## src/rtl/rst_stage_seq.sv

```systemverilog
// Staged reset release sequencer: releases NUM_STAGES active-low domain resets in order,
// one every STRETCH_CYC cycles, with a software soft-reset request/acknowledge handshake.
module rst_stage_seq #(
    parameter int NUM_STAGES   = 3,
    parameter int STRETCH_CYC  = 16,
    parameter int SOFT_MIN_CYC = 8
) (
    input  logic                  clk,
    input  logic                  rst_n,
    input  logic                  sw_rst_req,
    output logic                  sw_rst_ack,
    output logic [NUM_STAGES-1:0] stage_rst_n,
    output logic                  rst_done
);

    localparam int CNT_MAX = (STRETCH_CYC > SOFT_MIN_CYC) ? STRETCH_CYC : SOFT_MIN_CYC;
    localparam int CW      = $clog2(CNT_MAX + 1);
    localparam int IW      = (NUM_STAGES > 1) ? $clog2(NUM_STAGES) : 1;

    localparam logic [CW-1:0] STRETCH_LAST = CW'(STRETCH_CYC - 1);
    localparam logic [CW-1:0] SOFT_LAST    = CW'(SOFT_MIN_CYC - 1);
    localparam logic [CW-1:0] SOFT_SAT     = CW'(SOFT_MIN_CYC);
    localparam logic [IW-1:0] LAST_IDX     = IW'(NUM_STAGES - 1);

    typedef enum logic [1:0] {
        ST_ASSERT,
        ST_RELEASE,
        ST_DONE,
        ST_SOFT_HOLD
    } state_e;

    state_e                  state_q;
    logic [CW-1:0]           cnt_q;
    logic [IW-1:0]           idx_q;
    logic [NUM_STAGES-1:0]   stage_rst_n_q;
    logic                    rst_done_q;
    logic                    sw_rst_ack_q;

    // NOTE: sequential state uses non-blocking assignments only, so every register
    // samples pre-edge values and the update order inside the block does not matter.
    always_ff @(posedge clk or negedge rst_n) begin
        if (!rst_n) begin
            state_q       <= ST_ASSERT;
            cnt_q         <= '0;
            idx_q         <= '0;
            stage_rst_n_q <= '0;
            rst_done_q    <= 1'b0;
            sw_rst_ack_q  <= 1'b0;
        end else begin
            case (state_q)
                ST_ASSERT: begin
                    if (cnt_q == STRETCH_LAST) begin
                        stage_rst_n_q[0] <= 1'b1;
                        cnt_q            <= '0;
                        if (NUM_STAGES == 1) begin
                            state_q <= ST_DONE;
                        end else begin
                            idx_q   <= IW'(1);
                            state_q <= ST_RELEASE;
                        end
                    end else begin
                        cnt_q <= cnt_q + CW'(1);
                    end
                end

                ST_RELEASE: begin
                    if (cnt_q == STRETCH_LAST) begin
                        stage_rst_n_q[idx_q] <= 1'b1;
                        cnt_q                <= '0;
                        if (idx_q == LAST_IDX) begin
                            state_q <= ST_DONE;
                        end else begin
                            idx_q <= idx_q + IW'(1);
                        end
                    end else begin
                        cnt_q <= cnt_q + CW'(1);
                    end
                end

                ST_DONE: begin
                    // A request still pending from power-on is taken here instead of raising done.
                    if (sw_rst_req) begin
                        stage_rst_n_q <= '0;
                        rst_done_q    <= 1'b0;
                        sw_rst_ack_q  <= 1'b1;
                        cnt_q         <= '0;
                        idx_q         <= '0;
                        state_q       <= ST_SOFT_HOLD;
                    end else begin
                        rst_done_q   <= 1'b1;
                        sw_rst_ack_q <= 1'b0;
                    end
                end

                ST_SOFT_HOLD: begin
                    // The entry edge counts as the first hold cycle, hence the compare against MIN-1.
                    if (cnt_q >= SOFT_LAST && !sw_rst_req) begin
                        cnt_q   <= '0;
                        state_q <= ST_ASSERT;
                    end else if (cnt_q != SOFT_SAT) begin
                        cnt_q <= cnt_q + CW'(1);
                    end
                end

                default: begin
                    state_q <= ST_ASSERT;
                    cnt_q   <= '0;
                    idx_q   <= '0;
                end
            endcase
        end
    end

    assign stage_rst_n = stage_rst_n_q;
    assign rst_done    = rst_done_q;
    assign sw_rst_ack  = sw_rst_ack_q;

endmodule

```

## config.mk

```make
export PLATFORM = sky130hd
export DESIGN_NAME = rst_stage_seq
export DESIGN_NICKNAME = d
export VERILOG_FILES = /design/src/rtl/rst_stage_seq.sv
export SDC_FILE = /design/constraint.sdc
export NUM_CORES = 1
export LEC_CHECK = 0
export ABC_AREA = 1
export CORE_MARGIN = 4
export CORE_UTILIZATION = 30
export DETAILED_ROUTE_END_ITERATION = 10
export GPL_TIMING_DRIVEN = 0
export MAX_ROUTING_LAYER = met4
export SYNTH_ARGS = -nofsm -noshare
export SYNTH_HDL_FRONTEND = slang
export SYNTH_SLANG_ARGS = --single-unit
```

## constraint.sdc

```tcl
create_clock -name clk -period 2.1 [get_ports clk]
set_input_delay 0.21 -clock clk [delete_from_list [all_inputs] [get_ports clk]]
set_output_delay 0.21 -clock clk [all_outputs]
set_load 0.005 [all_outputs]
```

# Yosys cells after proc, flatten, opt, wreduce, memory -nomap -nowiden
# Cells that the tools add are included.
# Widths: inputs -> output; s select.
# word_totals
register_bits	14
inputBits	3
out_inout_bits	5
word_cells	62
# op_classes
add_sub_neg	2
magnitude_cmp	3
eq_ne	13
mux	24
n_bitwise	1
reduce_logical	12
# ops
cell	count
$mux 5	4
$mux 2	8
$pmux 5 s3	1
$ne 2x2->1 const B	6
$reduce_and 5->1	2
$pmux 2 s4	1
$eq 2x2->1 const B	3
$mux 3	2
$pmux 2 s3	1
$add 5x1->5 const B	1
$eq 5x4->1 const B	1
$ge 5x3->1 const B	1
$ne 5x4->1 const B	1
$mux 1	4
$pmux 2 s2	1
$reduce_and 4->1	1
$lt 2x3->1 const B	1
$ne 3x3->1 const B	1
$or 3x3->3	1
$pmux 1 s3	1
$reduce_and 3->1	1
$reduce_bool 3->1	1
$add 2x1->2 const B	1
$demux 1 s2	1
other kinds (8)	9

# Depth between registers and ports, before layout
# logic_depth
ltp_word	7
ltp_mapped	11
ltp_nobuf	11

# Least setup slack after synthesis
# OpenSTA, ideal clock, no wires.
# synth_timing
kind	register to register
startpoint	reg cnt_q[0]
endpoint	reg state_q[0]
setup_ns	0.117
t_arrival_ns	1.477
required_time_ns	1.983
path_slack_ns	0.506
stages_incl_launch_ff	12
n_path_buf	0
period_less_slack_ns	1.594
path_cell_list	dfrtp_1 -> ha_1 -> nand2_1 -> nor2_1 -> ha_1 -> o21ai_2 -> inv_2 -> o21ai_4 -> nor2_4 -> nand2_2 -> nand2_1 -> nand2_1
# synth_via
elab_chain_cells	4
word_cells_on_any_way	7
cone_classes	1 x order compare; 4 x eq/ne; 2 x reduce/logical
# synth_rtl
item	line_no	rtl
start: declaration	33	logic [CW-1:0] cnt_q;
start signal: assignment	62	cnt_q <= cnt_q + CW'(1);
start signal: assignment	76	cnt_q <= cnt_q + CW'(1);
start signal: assignment	101	cnt_q <= cnt_q + CW'(1);
$ge 5x3->1	97	if (cnt_q >= SOFT_LAST && !sw_rst_req) begin
$logic_and 1x1->1	97	
$ne 2x2->1 (no line)	-	
$reduce_and 5->1 (no line) (*)	-	
end signal: assignment	88	state_q <= ST_SOFT_HOLD;
end signal: assignment	99	state_q <= ST_ASSERT;
end signal: assignment	106	state_q <= ST_ASSERT;
end: declaration	32	state_e state_q;
# Every way passes the cells marked *; elsewhere a longest branch is shown, timed or not.
# A chain may end at the register's enable or synchronous reset.

# Worst setup path after layout
# layout_timing
startpoint	reg cnt_q[1]
endpoint	reg stage_rst_n_q[0], in the netlist stage_rst_n[0]
# layout_via
elab_chain_cells	3
word_cells_on_any_way	4
cone_classes	3 x eq/ne; 1 x reduce/logical
# layout_rtl
item	line_no	rtl
$eq 5x4->1 (*)	52, 67	
$ne 2x2->1 (no line)	-	
$reduce_and 4->1 (no line) (*)	-	
end signal: assignment	53	stage_rst_n_q[0] <= 1'b1;
end signal: indexed assignment	68	stage_rst_n_q[idx_q] <= 1'b1;
end signal: assignment	83	stage_rst_n_q <= '0;
end: declaration	35	logic [NUM_STAGES-1:0] stage_rst_n_q;
# Marks and branches as above.

==> impl_metrics.py <==
metrics = {
    "run_status": {
        "outcome": "finished, final reports clean",
    },
    "synth": {
        "synth.avg_cell_area_um2": 7.88,
        "synth-compound-area-share_pct": 11.4,
        "synthAdderAreaFrac_pct": 14.7,
        "yosys_warnings": 0,
        "synthMuxAreaShare_pct": 0,
        "synthSimpleGateAreaFrac_pct": 31.4,
        "ys_seq_area_share_pct": 34.2,
        "synth_top_family_by_area": "simple AND/OR/NAND/NOR gates",
        "synth-seq-cells": 14,
        "synth_cell_types": 25,
        "synthCells": 130,
        "synth_xor_area_share_pct": 0.855,
        "syn-num-nets": 145,
        "syn-cell-area_um2": 1020,
    },
    "grt": {
        "overflow": 0,
        "antenna_found_initial": 0,
        "first_global_vias": 834,
        "grt_pass1_wl_mm": 3.68,
        "grt_max_degree": 15,
        "grt_usage_pct": 11.0,
        "use_met1_pct": 13.4,
        "grt-busiest-layer": "met2",
        "use_met2_pct": 18.0,
        "grtUsageMet3_pct": 2.04,
    },
    "floorplanning": {
        "io_pins": 8,
        "num_rows": 20,
        "die_h_um": 66.4,
        "core-area_um2": 3150,
        "die_w_um": 66.4,
        "initial_core_util_pct": 32.5,
        "die-area_um2": 4410,
    },
    "sta": {
        "hold_ws_ns": 0.308,
        "fmax_mhz": 536,
        "rsz0062_at_grt": "false",
        "fin_tns_setup_ns": 0,
        "fin_crit_sh_pct": 88.9,
        "finalMaxSlewViolations": 0,
        "finalHoldViolCount": 0,
        "setup_viol": 0,
        "slew-limit-headroom_pct": 56.9,
        "tightestPinTransition_ns": 0.644,
        "fin_worst_skew_ns": 0.00994,
        "fin_crit_ns": 1.87,
    },
    "route": {
        "routed_wl_mm": 2.02,
        "vias": 824,
        "wl_per_cell_um": 10.9,
        "drc": 0,
        "ant_nets": 0,
        "drt_first_pass_iters": 4,
        "vias_per_cell": 4.45,
        "drtIter0Drc": 16,
    },
    "setup_path": {
        "cp-end-kind": "flop",
        "cp_data_required_time_ns": 2.27,
        "crit_start": "cnt_q[1]",
        "worstSetupPathType": "flop to flop",
        "r2r_setup_slack_ns": 0.23,
        "critPathArrivalTime_ns": 2.03,
        "startpoint_type": "flop",
        "regToRegStartpoint": "cnt_q[1]",
        "cp_max_fo": 5,
    },
    "cts": {
        "postCtsSetupBuffers": 0,
        "cts_num_sinks": 14,
        "clock_latency_ns": 0.29,
        "path_clk_slew_ns": 0.10,
        "cts.htree.levels": 1,
        "clockRootBuffer": "clkbuf_4",
        "cts_tree": "done",
        "clockBufferDepth": 2,
        "ctsHoldBuffers": 0,
        "numCtsBuffers": 3,
        "cts_resized": 0,
    },
    "placement": {
        "gp_congestion": 0.763,
        "placed_area_um2": 1150,
        "dp_cells": 181,
        "hpwlAfterDp_mm": 1.61,
        "portBuffers": 7,
    },
    "layout": {
        "final_cells": 185,
        "multi_input_area_um2": 597,
        "diodes": 0,
        "seq_area_um2": 350,
        "area_growth_syn_to_layout_pct": 15.8,
        "nFillCells": 349,
        "fin_area_um2": 1190,
        "drive_above_1_share_pct": 14.9,
        "layout.nets": 157,
    },
    "hold_path": {
        "hold_class": "input pin to async pin",
    },
    "job": {
        "cap_violations": 0,
    },
    "pwr": {
        "p_leak_nw": 0.615,
        "p_per_area_nw_per_um2": 427,
        "peakVddDrop_mv": 0.190,
        "power_mw": 0.507,
    },
}
-- cell families (layout without fill, tap and decap cells) --
group / Yosys count / in the layout
AOI/OAI and AO/OA: 16 / 16
xor gates and xnor gates: 1 / 1
adders and majority gates: 12 / 12
buffers and inverters: 19 / 30
DFF: 14 / 14
and+or+nand+nor: 68 / 68
-- cells in the mapped netlist --
library cell | count | area share [%]
dfrtp_1 | 14 | 34
o21ai_4 | 1 | 1.6
clkinv_1 | 1 | 0.37
o21bai_4 | 1 | 1.8
nor2_1 | 6 | 2.2
nor3_2 | 1 | 0.98
a21oi_1 | 1 | 0.49
buf_4 | 1 | 0.73
nand3_1 | 12 | 5.9
inv_4 | 1 | 0.61
ha_1 | 12 | 15
nand2_4 | 2 | 2.2
a21o_1 | 1 | 0.73
nand2_2 | 4 | 2.4
inv_1 | 14 | 5.1
nor2_4 | 2 | 2.2
o21a_1 | 2 | 1.5
xor2_1 | 1 | 0.85
o21ai_0 | 6 | 2.9
or2_2 | 1 | 0.61
inv_2 | 2 | 0.73
nand4_1 | 1 | 0.61
nand2_1 | 39 | 14
o21ai_2 | 1 | 0.85
o21ai_1 | 3 | 1.5
-- power breakdown --
group | switching (mW) | leakage, nW | internal [mW]
logic | 0.0231 | 0.427 | 0.0128
registers | 0 | 0.166 | 0.270
clock network | 0.0951 | 0.0210 | 0.106
-- final timing paths --
| check | to | cells past startpoint |
|---|---|---|
| setup / recovery | stage_rst_n[0] | 9 |
| hold / removal | idx_q[0] | 1 |
| setup reg to reg | stage_rst_n[0] | 9 |
| hold reg to reg | sw_rst_ack | 1 |
| max in group asynchronous | cnt_q[2] | 1 |
| min in group clk | sw_rst_ack | 1 |
-- state kept, by name, indices dropped and copies added, names as in the netlist --
| name | flops |
|---|---|
| cnt_q | 5 |
| idx_q | 2 |
| rst_done | 1 |
| stage_rst_n | 3 |
| state_q | 2 |
| sw_rst_ack | 1 |
-- cell type report --
| class | instances | share of cell area [%] |
|---|---|---|
| multi-input cells | 97 | 50.3 |
| inverters | 18 | 5.91 |
| flip-flops and latches | 14 | 29.5 |
| repair buffers | 7 | 5.91 |
| plain buffers | 1 | 0.633 |
| clock buffers | 4 | 3.06 |
| well taps | 44 | 4.64 |
-- stage by stage --
step                setup WS, ns  util (%)
finish                     0.234      37.6
global route              0.0348      37.6
global placement           0.306      36.5
detailed placement         0.244      36.5
CTS                        0.230      37.6
floorplan                  0.506         -
-- per-layer routing --
| layer | part of all wire, % | wire length, µm |
|---|---|---|
| met5 | 0 | 0 |
| met3 | 1.6 | 33 |
| met4 | 1.5 | 31 |
| met1 | 50 | 1010 |
| met2 | 47 | 947 |
-- critical path, stage by stage, from the launching register on --
cell and delay [ns]:
dfrtp_1 0.42, ha_1 0.21, nand2_1 0.09, nor2_1 0.16
ha_1 0.30, inv_1 0.15, a21oi_1 0.15, o21ai_0 0.13
nand2_1 0.08, o21ai_1 0.06
-- layout by cell type (no fill, tap or decap) --
cell type and instances:
dfrtp_1 14, nor3_2 1, inv_4 1, ha_1 12, inv_2 2, clkbuf_8 1, inv_1 14, nand2_1 39
nand2_4 2, o21bai_4 1, clkbuf_4 3, o21ai_4 1, nand4_1 1, o21ai_0 6, o21ai_2 1, o21ai_1 3
a21o_1 1, buf_4 1, nor2_4 2, nor2_1 6, nand3_1 12, clkdlybuf4s50_1 7, or2_2 1, xor2_1 1
nand2_2 4, clkinv_1 1, o21a_1 2, a21oi_1 1
Note: power is estimated with default switching activity, not from simulation.
==> patch (config.mk and constraints unchanged) <==
Reset style: synchronous (`rst_n`), changed in one clocked block.
--- a/src/rtl/rst_stage_seq.sv
+++ b/src/rtl/rst_stage_seq.sv
@@ -40,3 +40,3 @@
     // samples pre-edge values and the update order inside the block does not matter.
-    always_ff @(posedge clk or negedge rst_n) begin
+    always_ff @(posedge clk) begin
         if (!rst_n) begin
Function: no difference found for any inputs over 10 cycles, from zero or initial values and one cycle with rst_n low; that may be too few to reach the edited logic, so the function may still have changed.
==> patch against the unedited design <==
- die area fell by 15%
- largest cell class unchanged
- worst setup slack improved by 21 ps
- area after synthesis fell by 17%
- routed wire length fell by 19%
- critical endpoint is now state_q[0]
- critical path type unchanged
- cell area fell by 16%
- sequential cell count did not move
Power is not compared: it rests on default switching activity, and its combinational part moved more than twofold at a synthesized area within 25%.
==> patch: results <==
group,metric,value,unit
run_status,status,"completed",
logic_synthesis,syn_nets,131,
setup_path,path_delay_family,"compound AO/OA/AOI/OAI gates",
global_routing,grt_pass1_wl,3.11,mm
global_routing,grt_use_met3,0.0314,
logic_synthesis,synth_adder_area_share,0.162,
setup_path,cpMaxStageDelayCell,"dfxtp_1",
setup_path,cp_max_fo,4,
detailed_routing,met1_length,811,um
global_routing,track_usage,0.111,
detailed_routing,post_drt_wl_per_cell,10.3,um
logic_synthesis,async_flop_share,0,
global_routing,grt_pass1_vias,760,
layout,fillers,288,
setup_path,max_stage_delay,390,ps
detailed_routing,dr.first_iter.drc_count,25,
logic_synthesis,ys.flop_type,"dfxtp_1",
detailed_routing,vias_per_cell,4.79,
sta,slew_headroom,0.847,
detailed_routing,dr_wl_met2,765,um
global_routing,grt_start_max_net_pins,11,
global_routing,use_met1,0.133,
logic_synthesis,ys_types,23,
logic_synthesis,seq_area_frac_synth,0.329,
sta,clock_skew,7.17,ps
logic_synthesis,synth.area.top_cells,"dfxtp_1 (33%), ha_1 (16%), nand2_1 (9.3%)",
setup_path,reg2reg_from,"cnt_q[0]",
global_routing,met2_usage,0.181,
layout,layout.nets,143,
detailed_routing,wl_met3,56,um
place,dp_hpwl,1.33,mm
==> patch: kinds of logic after synthesis <==
group	Yosys count
AO/OA/AOI/OAI	26
adder cells (fa/ha/maj)	11
buffers and inverters	19
flip-flops	14
AND/OR/NAND/NOR	46
XOR/XNOR	1
==> patch: final cells by class <==
| type | count | share of cell area |
|---|---|---|
| tap | 31 | 0.0389 |
| clock buffer | 4 | 0.0364 |
| sequential | 14 | 0.281 |
| timing repair buffer | 7 | 0.0704 |
| buffer | 2 | 0.0188 |
| multi-input combinational | 84 | 0.490 |
| inverter | 17 | 0.0641 |
==> patch: power groups by stage <==
stage	logic [mW]	clock network [mW]	registers (mW)
6_report	0.415	0.195	0.388
5_1_grt	0.493	0.215	0.398
4_1_cts	0.420	0.202	0.389
3_5_place_dp	0.418	0	0.395
3_3_place_gp	0.410	0	0.388
2_1_floorplan	0.309	0	0.383
==> patch: stage by stage <==
stage / instances / utilization / hold WS (ps) / setup WS (ps) / power [mW]
floorplan: 117 / - / 348 / 544 / 0.692
global placement: 155 / 0.351 / 454 / 364 / 0.799
detailed placement: 155 / 0.351 / 466 / 289 / 0.812
CTS: 159 / 0.364 / 479 / 256 / 1.01
global route: 159 / 0.364 / 516 / 45.7 / 1.11
finish: 159 / 0.364 / 474 / 255 / 0.998
==> patch: worst paths after layout <==
kind / depth (start not counted) / to / slack, ps
max: 11 / state_q[0] / 260
min: 2 / rst_done / 470
max reg2reg: 11 / state_q[0] / 260
min reg2reg: 2 / rst_done / 470
==> patch: tightest hold or removal path, cell delays in order, from the launching register on <==
cell,delay (ps)
dfxtp_1,320
nand2_1,50
a21boi_0,60
